<file path="src/rtl/key_conditioner_if.sv">
// Key signals between the board pins (master side drives key_raw) and the conditioner.
// Handshake: none. key_raw is a free-running asynchronous level. All outputs are registered levels or 1-cycle strobes in the clk domain.
interface key_conditioner_if #(
  parameter int KEY_N = 4
);
  logic [KEY_N-1:0] key_raw;
  logic [KEY_N-1:0] keys;
  logic [KEY_N-1:0] key_press;
  logic [KEY_N-1:0] key_release;
  logic [KEY_N-1:0] key_repeat;

  modport master (
    output key_raw,
    input  keys, key_press, key_release, key_repeat
  );

  modport slave (
    input  key_raw,
    output keys, key_press, key_release, key_repeat
  );
endinterface

</file>
<file path="src/rtl/key_conditioner.sv">
// Push-button conditioner: per-key synchroniser, debounce, active-high level,
// press/release pulses and optional auto-repeat strobes.
module key_conditioner #(
  parameter int KEY_N          = 4,
  parameter int SYNC_STAGES    = 2,
  parameter int KEY_ACTIVE_LOW = 1,
  parameter int DB_CYCLES      = 500_000,
  parameter int REPEAT_EN      = 1,
  parameter int REPEAT_DELAY   = 25_000_000,
  parameter int REPEAT_PERIOD  = 5_000_000
) (
  input  logic             clk,
  input  logic             resetn,
  key_conditioner_if.slave kif
);

  localparam logic             ACT_LOW = (KEY_ACTIVE_LOW != 0);
  localparam logic [KEY_N-1:0] INACT   = {KEY_N{ACT_LOW}};
  localparam int               DBW     = $clog2(DB_CYCLES + 1);

  // Synchroniser loads the idle pin level on reset so no press is seen.
  logic [KEY_N-1:0] sync_q [SYNC_STAGES];

  always_ff @(posedge clk or negedge resetn) begin
    if (!resetn) begin
      for (int s = 0; s < SYNC_STAGES; s++) sync_q[s] <= INACT;
    end else begin
      sync_q[0] <= kif.key_raw;
      for (int s = 1; s < SYNC_STAGES; s++) sync_q[s] <= sync_q[s-1];
    end
  end

  logic [KEY_N-1:0] norm;
  assign norm = sync_q[SYNC_STAGES-1] ^ INACT;

  logic [DBW-1:0]   db_cnt_q [KEY_N];
  logic [DBW-1:0]   db_cnt_d [KEY_N];
  logic [KEY_N-1:0] keys_q, keys_d;
  logic [KEY_N-1:0] press_q, press_d;
  logic [KEY_N-1:0] release_q, release_d;

  always_comb begin
    keys_d    = keys_q;
    press_d   = '0;
    release_d = '0;
    for (int i = 0; i < KEY_N; i++) begin
      db_cnt_d[i] = db_cnt_q[i];
      if (norm[i] == keys_q[i]) begin
        db_cnt_d[i] = '0;
      end else if (db_cnt_q[i] == DBW'(DB_CYCLES - 1)) begin
        keys_d[i]    = norm[i];
        press_d[i]   = norm[i];
        release_d[i] = ~norm[i];
        db_cnt_d[i]  = '0;
      end else begin
        db_cnt_d[i] = db_cnt_q[i] + 1'b1;
      end
    end
  end

  always_ff @(posedge clk or negedge resetn) begin
    if (!resetn) begin
      for (int i = 0; i < KEY_N; i++) db_cnt_q[i] <= '0;
      keys_q    <= '0;
      press_q   <= '0;
      release_q <= '0;
    end else begin
      for (int i = 0; i < KEY_N; i++) db_cnt_q[i] <= db_cnt_d[i];
      keys_q    <= keys_d;
      press_q   <= press_d;
      release_q <= release_d;
    end
  end

  logic [KEY_N-1:0] repeat_q;

  if (REPEAT_EN != 0) begin : g_rpt
    localparam int RMAX = (REPEAT_DELAY > REPEAT_PERIOD) ? REPEAT_DELAY : REPEAT_PERIOD;
    localparam int RW   = $clog2(RMAX + 1);

    logic [RW-1:0]    rpt_cnt_q [KEY_N];
    logic [RW-1:0]    rpt_cnt_d [KEY_N];
    logic [KEY_N-1:0] first_q, first_d;
    logic [KEY_N-1:0] repeat_d;

    // Counter restarts on every hit, so it can never wrap into a false first repeat.
    always_comb begin
      first_d  = first_q;
      repeat_d = '0;
      for (int i = 0; i < KEY_N; i++) begin
        rpt_cnt_d[i] = rpt_cnt_q[i];
        if (!keys_q[i] || !keys_d[i]) begin
          rpt_cnt_d[i] = '0;
          first_d[i]   = 1'b1;
        end else if ((rpt_cnt_q[i] + 1'b1) ==
                     (first_q[i] ? RW'(REPEAT_DELAY) : RW'(REPEAT_PERIOD))) begin
          repeat_d[i]  = 1'b1;
          rpt_cnt_d[i] = '0;
          first_d[i]   = 1'b0;
        end else begin
          rpt_cnt_d[i] = rpt_cnt_q[i] + 1'b1;
        end
      end
    end

    always_ff @(posedge clk or negedge resetn) begin
      if (!resetn) begin
        for (int i = 0; i < KEY_N; i++) rpt_cnt_q[i] <= '0;
        first_q  <= '1;
        repeat_q <= '0;
      end else begin
        for (int i = 0; i < KEY_N; i++) rpt_cnt_q[i] <= rpt_cnt_d[i];
        first_q  <= first_d;
        repeat_q <= repeat_d;
      end
    end
  end else begin : g_no_rpt
    assign repeat_q = '0;
  end

  assign kif.keys        = keys_q;
  assign kif.key_press   = press_q;
  assign kif.key_release = release_q;
  assign kif.key_repeat  = repeat_q;

endmodule

</file>
<file path="src/flat_wrapper.sv">
// flat-port wrapper written by rule: the top's interface ports become plain ports
module key_conditioner_flat 
#(
  parameter int KEY_N          = 4,
  parameter int SYNC_STAGES    = 2,
  parameter int KEY_ACTIVE_LOW = 1,
  parameter int DB_CYCLES      = 500_000,
  parameter int REPEAT_EN      = 1,
  parameter int REPEAT_DELAY   = 25_000_000,
  parameter int REPEAT_PERIOD  = 5_000_000
)
  (clk, resetn, kif_key_raw, kif_keys, kif_key_press, kif_key_release, kif_key_repeat);
  key_conditioner_if #(.KEY_N(KEY_N)) kif_i ();
  input  logic clk;
  input  logic resetn;
  input wire logic [$bits(kif_i.key_raw)-1:0] kif_key_raw;
  output wire logic [$bits(kif_i.keys)-1:0] kif_keys;
  output wire logic [$bits(kif_i.key_press)-1:0] kif_key_press;
  output wire logic [$bits(kif_i.key_release)-1:0] kif_key_release;
  output wire logic [$bits(kif_i.key_repeat)-1:0] kif_key_repeat;
  assign kif_i.key_raw = kif_key_raw;
  assign kif_keys = kif_i.keys;
  assign kif_key_press = kif_i.key_press;
  assign kif_key_release = kif_i.key_release;
  assign kif_key_repeat = kif_i.key_repeat;
  key_conditioner #(.KEY_N(KEY_N), .SYNC_STAGES(SYNC_STAGES), .KEY_ACTIVE_LOW(KEY_ACTIVE_LOW), .DB_CYCLES(DB_CYCLES), .REPEAT_EN(REPEAT_EN), .REPEAT_DELAY(REPEAT_DELAY), .REPEAT_PERIOD(REPEAT_PERIOD)) u_core (.clk(clk), .resetn(resetn), .kif(kif_i));
endmodule
</file>
<file path="config.mk">
export PLATFORM = sky130hd
export DESIGN_NAME = key_conditioner_flat
export DESIGN_NICKNAME = d
export VERILOG_FILES = /design/src/rtl/key_conditioner_if.sv /design/src/rtl/key_conditioner.sv /design/src/flat_wrapper.sv
export SDC_FILE = /design/constraint.sdc
export NUM_CORES = 1
export LEC_CHECK = 0
export CAP_MARGIN = 0
export CORE_ASPECT_RATIO = 0.7
export CORE_UTILIZATION = 32
export CTS_CLUSTER_SIZE = 28
export DETAILED_ROUTE_END_ITERATION = 12
export PLACE_DENSITY = 0.54
export SYNTH_ARGS = -nofsm -noshare
export SYNTH_HDL_FRONTEND = slang
export SYNTH_SLANG_ARGS = --single-unit
</file>
<file path="constraint.sdc">
create_clock -name clk -period 4.4 [get_ports clk]
set_input_delay 0.88 -clock clk [delete_from_list [all_inputs] [get_ports clk]]
set_output_delay 0.88 -clock clk [all_outputs]
set_load 0.03 [all_outputs]
</file>
==> results.ini <==
[run_status]
run_status = finished clean

[die]
chipWidth_um = 222
design.die.area_um2 = 34600
start_util_pct = 33.0
die_h_um = 156
num_rows = 55
placeableCoreArea_um2 = 32800
top_level_ports = 22

[synthesis]
yosysUniqueCellTypes = 69
syn-cell-area_um2 = 10800
synth_cells = 1145
yosys_register_bits = 204
synth_top_area_share_pct = 44.3
synthArstFlopShare_pct = 100
synth_largest_area_cell = dfrtp_1
synth_edf_count = 0
syn-num-nets = 1159
synth.yosys.seq_area_share_pct = 47.2
synth_top_flop_cell = dfrtp_1
average_instance_area_after_synthesis_um2 = 9.47
ys_top_cells_by_area = dfrtp_1, xor2_1, nor2_1
synth.yosys.warnings = 0

[placement]
port_buffers = 21
place.gp.congestion = 0.826
postPlaceCellArea_um2 = 11400
hpwl_mm = 15.1

[drt]
remaining_antenna_violation_count = 0
wirelength_mm = 22.6
via_per_inst = 5.10
wirelength_per_cell_um = 14.2
drt_pre_antenna_iters = 5
remaining_drc_errors = 0
drt_iter0_drc = 550
route.vias.total = 8114

[final_layout]
syn_to_final_growth_pct = 12.2
final_common_cell = dfrtp_1
finish.utilization_pct = 37.1
diodes = 0
fin_nets = 1163
layout-drive-gt1-share_pct = 7.90
mostFrequentLayoutCells = dfrtp_1, nor2_1, xor2_1
finish.instance_area_um2 = 12200

[clocking]
clkSinkCount = 204
numCtsBuffers = 23
cts-root-buf = clkbuf_16
postCtsSetupBuffers = 0
max-clock-path-buffers = 3
cts_repair_resize_count = 0
holdBufCountCts = 0
cts.htree.levels = 1
path_clk_slew_ns = 0.06
cts_tree = built
clk-insertion-delay-late_ns = 0.52

[sta]
rsz0062_at_grt = no
achievable-frequency_mhz = 273
timing.slew.headroom_pct = 35.6
timing_worst_slew_pin_value_ns = 0.964
total_neg_setup_slack_ns = 0
final-setup-viol-count = 0
hold_violations = 0
fin_crit_sh_pct = 83.4
min_period_ns = 3.67
finClkSkew_ns = 0.0107
finalMaxSlewViolations = 0

[setup_path]
setup.reg_to_reg.worst_slack_ns = 0.73
critPathSlowestCell = or4_4
worstRegToRegCells = 9
cp_cell_sequence = ha_1 -> nand4_2 -> or4_4 -> nor4_4 -> o21ai_1 -> or4b_4 -> a2111oi_4 -> buf_4 -> a211oi_1
start_kind = flip-flop
regToRegEndpoint = u_core.g_rpt.rpt_cnt_q[87]
setup.worst_path.end_class = flip-flop
r2r_start = u_core.g_rpt.rpt_cnt_q[75]
cp_max_fo = 14
crit_path_end = u_core.g_rpt.rpt_cnt_q[87]
path_length_in_cells_of_the_critical_path = 9
worstPathBufferInverterCount = 1
cp.required_ns = 4.77
cp-startpoint = u_core.g_rpt.rpt_cnt_q[75]
critical-path-max-stage-delay_ns = 0.65
worst-setup-path-type = flip-flop to flip-flop
cpLargestDelayFamily = simple AND/OR/NAND/NOR gates
cp_data_arrival_time_ns = 4.04

[job]
max_cap_viol_count = 0

[global_route]
first_pass_grt_wire_length_mm = 39.0
grt_pass1_vias = 7512
grt_overflow = 0
initial_antenna_violation_count = 0
gr-usage-all-layers_pct = 13.5
grt_max_degree = 99

[power]
cellLeakagePower_nw = 4.56
total_power_of_the_final_layout_mw = 3.85
power.density_cell_area_nw_per_um2 = 316
irDropWorstVdd_mv = 0.236

[worst_hold_path]
hp-class = input pin to asynchronous set/reset pin

## logic make-up (layout without fill, tap and decap cells)
kind of cell	Yosys count	in the layout	share of synthesized area [%]
AND/OR/NAND/NOR	624	624	30.6
XOR/XNOR	157	157	12.7
AO/OA/AOI/OAI	77	77	5.34
adder cells (fa/ha/maj)	8	8	0.923
multiplexers	3	3	0.277
flip-flops	204	204	47.2
buffers and inverters	72	92	2.93
## registers in the layout, indices dropped and copies added, names as in the netlist
name                    count
u_core.kif.keys             4
u_core.db_cnt_q            76
u_core.kif.key_repeat       4
u_core.sync_q               8
u_core.g_rpt.first_q        4
u_core.g_rpt.rpt_cnt_q    100
u_core.kif.key_release      4
u_core.kif.key_press        4
## metal layers
metal	routed length [um]	vias up	GRT usage [%]	share of wire, %
met4	422	0	2.94	1.9
li1	-	4063	-	-
met5	0	-	0	0
met2	8710	147	18.0	38
met1	12400	3878	21.4	55
met3	1060	26	2.81	4.7
## how the worst min path moves through the flow
| stage | slack (ns) | to | startpoint |
|---|---|---|---|
| 3_3_place_gp | 0.35 | u_core.sync_q[1] | u_core.sync_q[5] |
| 4_1_cts | 0.36 | u_core.sync_q[0] | u_core.sync_q[4] |
| 5_1_grt | 0.36 | u_core.sync_q[1] | u_core.sync_q[5] |
| 6_report | 0.34 | u_core.db_cnt_q[3] | resetn |
| 3_5_place_dp | 0.35 | u_core.sync_q[1] | u_core.sync_q[5] |
| 2_1_floorplan | 0.35 | u_core.sync_q[0] | u_core.sync_q[4] |
## cell type report
cell class                      instances  area [um2]
Multi-Input combinational cell        869        5410
Clock buffer                           32         649
Clock inverter                          9        85.1
Tap cell                              427         534
Timing Repair Buffer                   30         295
Fill cell                            3302       20700
Sequential cell                       204        5120
Inverter                               21        78.8
## power by group
part           internal (mW)  switching, mW
clock network           1.09          0.780
logic                 0.0179         0.0559
registers               1.89         0.0119
## stage by stage
step | cells | worst slack, ns | hold WS (ns)
finish | 1592 | 0.732 | 0.342
global route | 1592 | 0.524 | 0.357
CTS | 1592 | 0.754 | 0.355
detailed placement | 1551 | 0.769 | 0.347
global placement | 1551 | 0.810 | 0.346
floorplan | 1145 | 1.29 | 0.345
## cells in the mapped netlist (10+ instances only)
cell type / number
dfrtp_1: 192
dfstp_2: 12
and2_1: 10
or3_1: 11
nand3_1: 80
nor3_1: 69
xor2_1: 88
o21ai_0: 10
nand2_1: 77
and3_1: 25
clkbuf_1: 30
nor2_1: 173
inv_1: 21
xnor2_1: 69
buf_2: 11
a21oi_1: 12
nor3b_1: 18
and4_1: 10
nand4_1: 59
nor4_1: 22
Note: power is estimated with default switching activity, not from simulation.
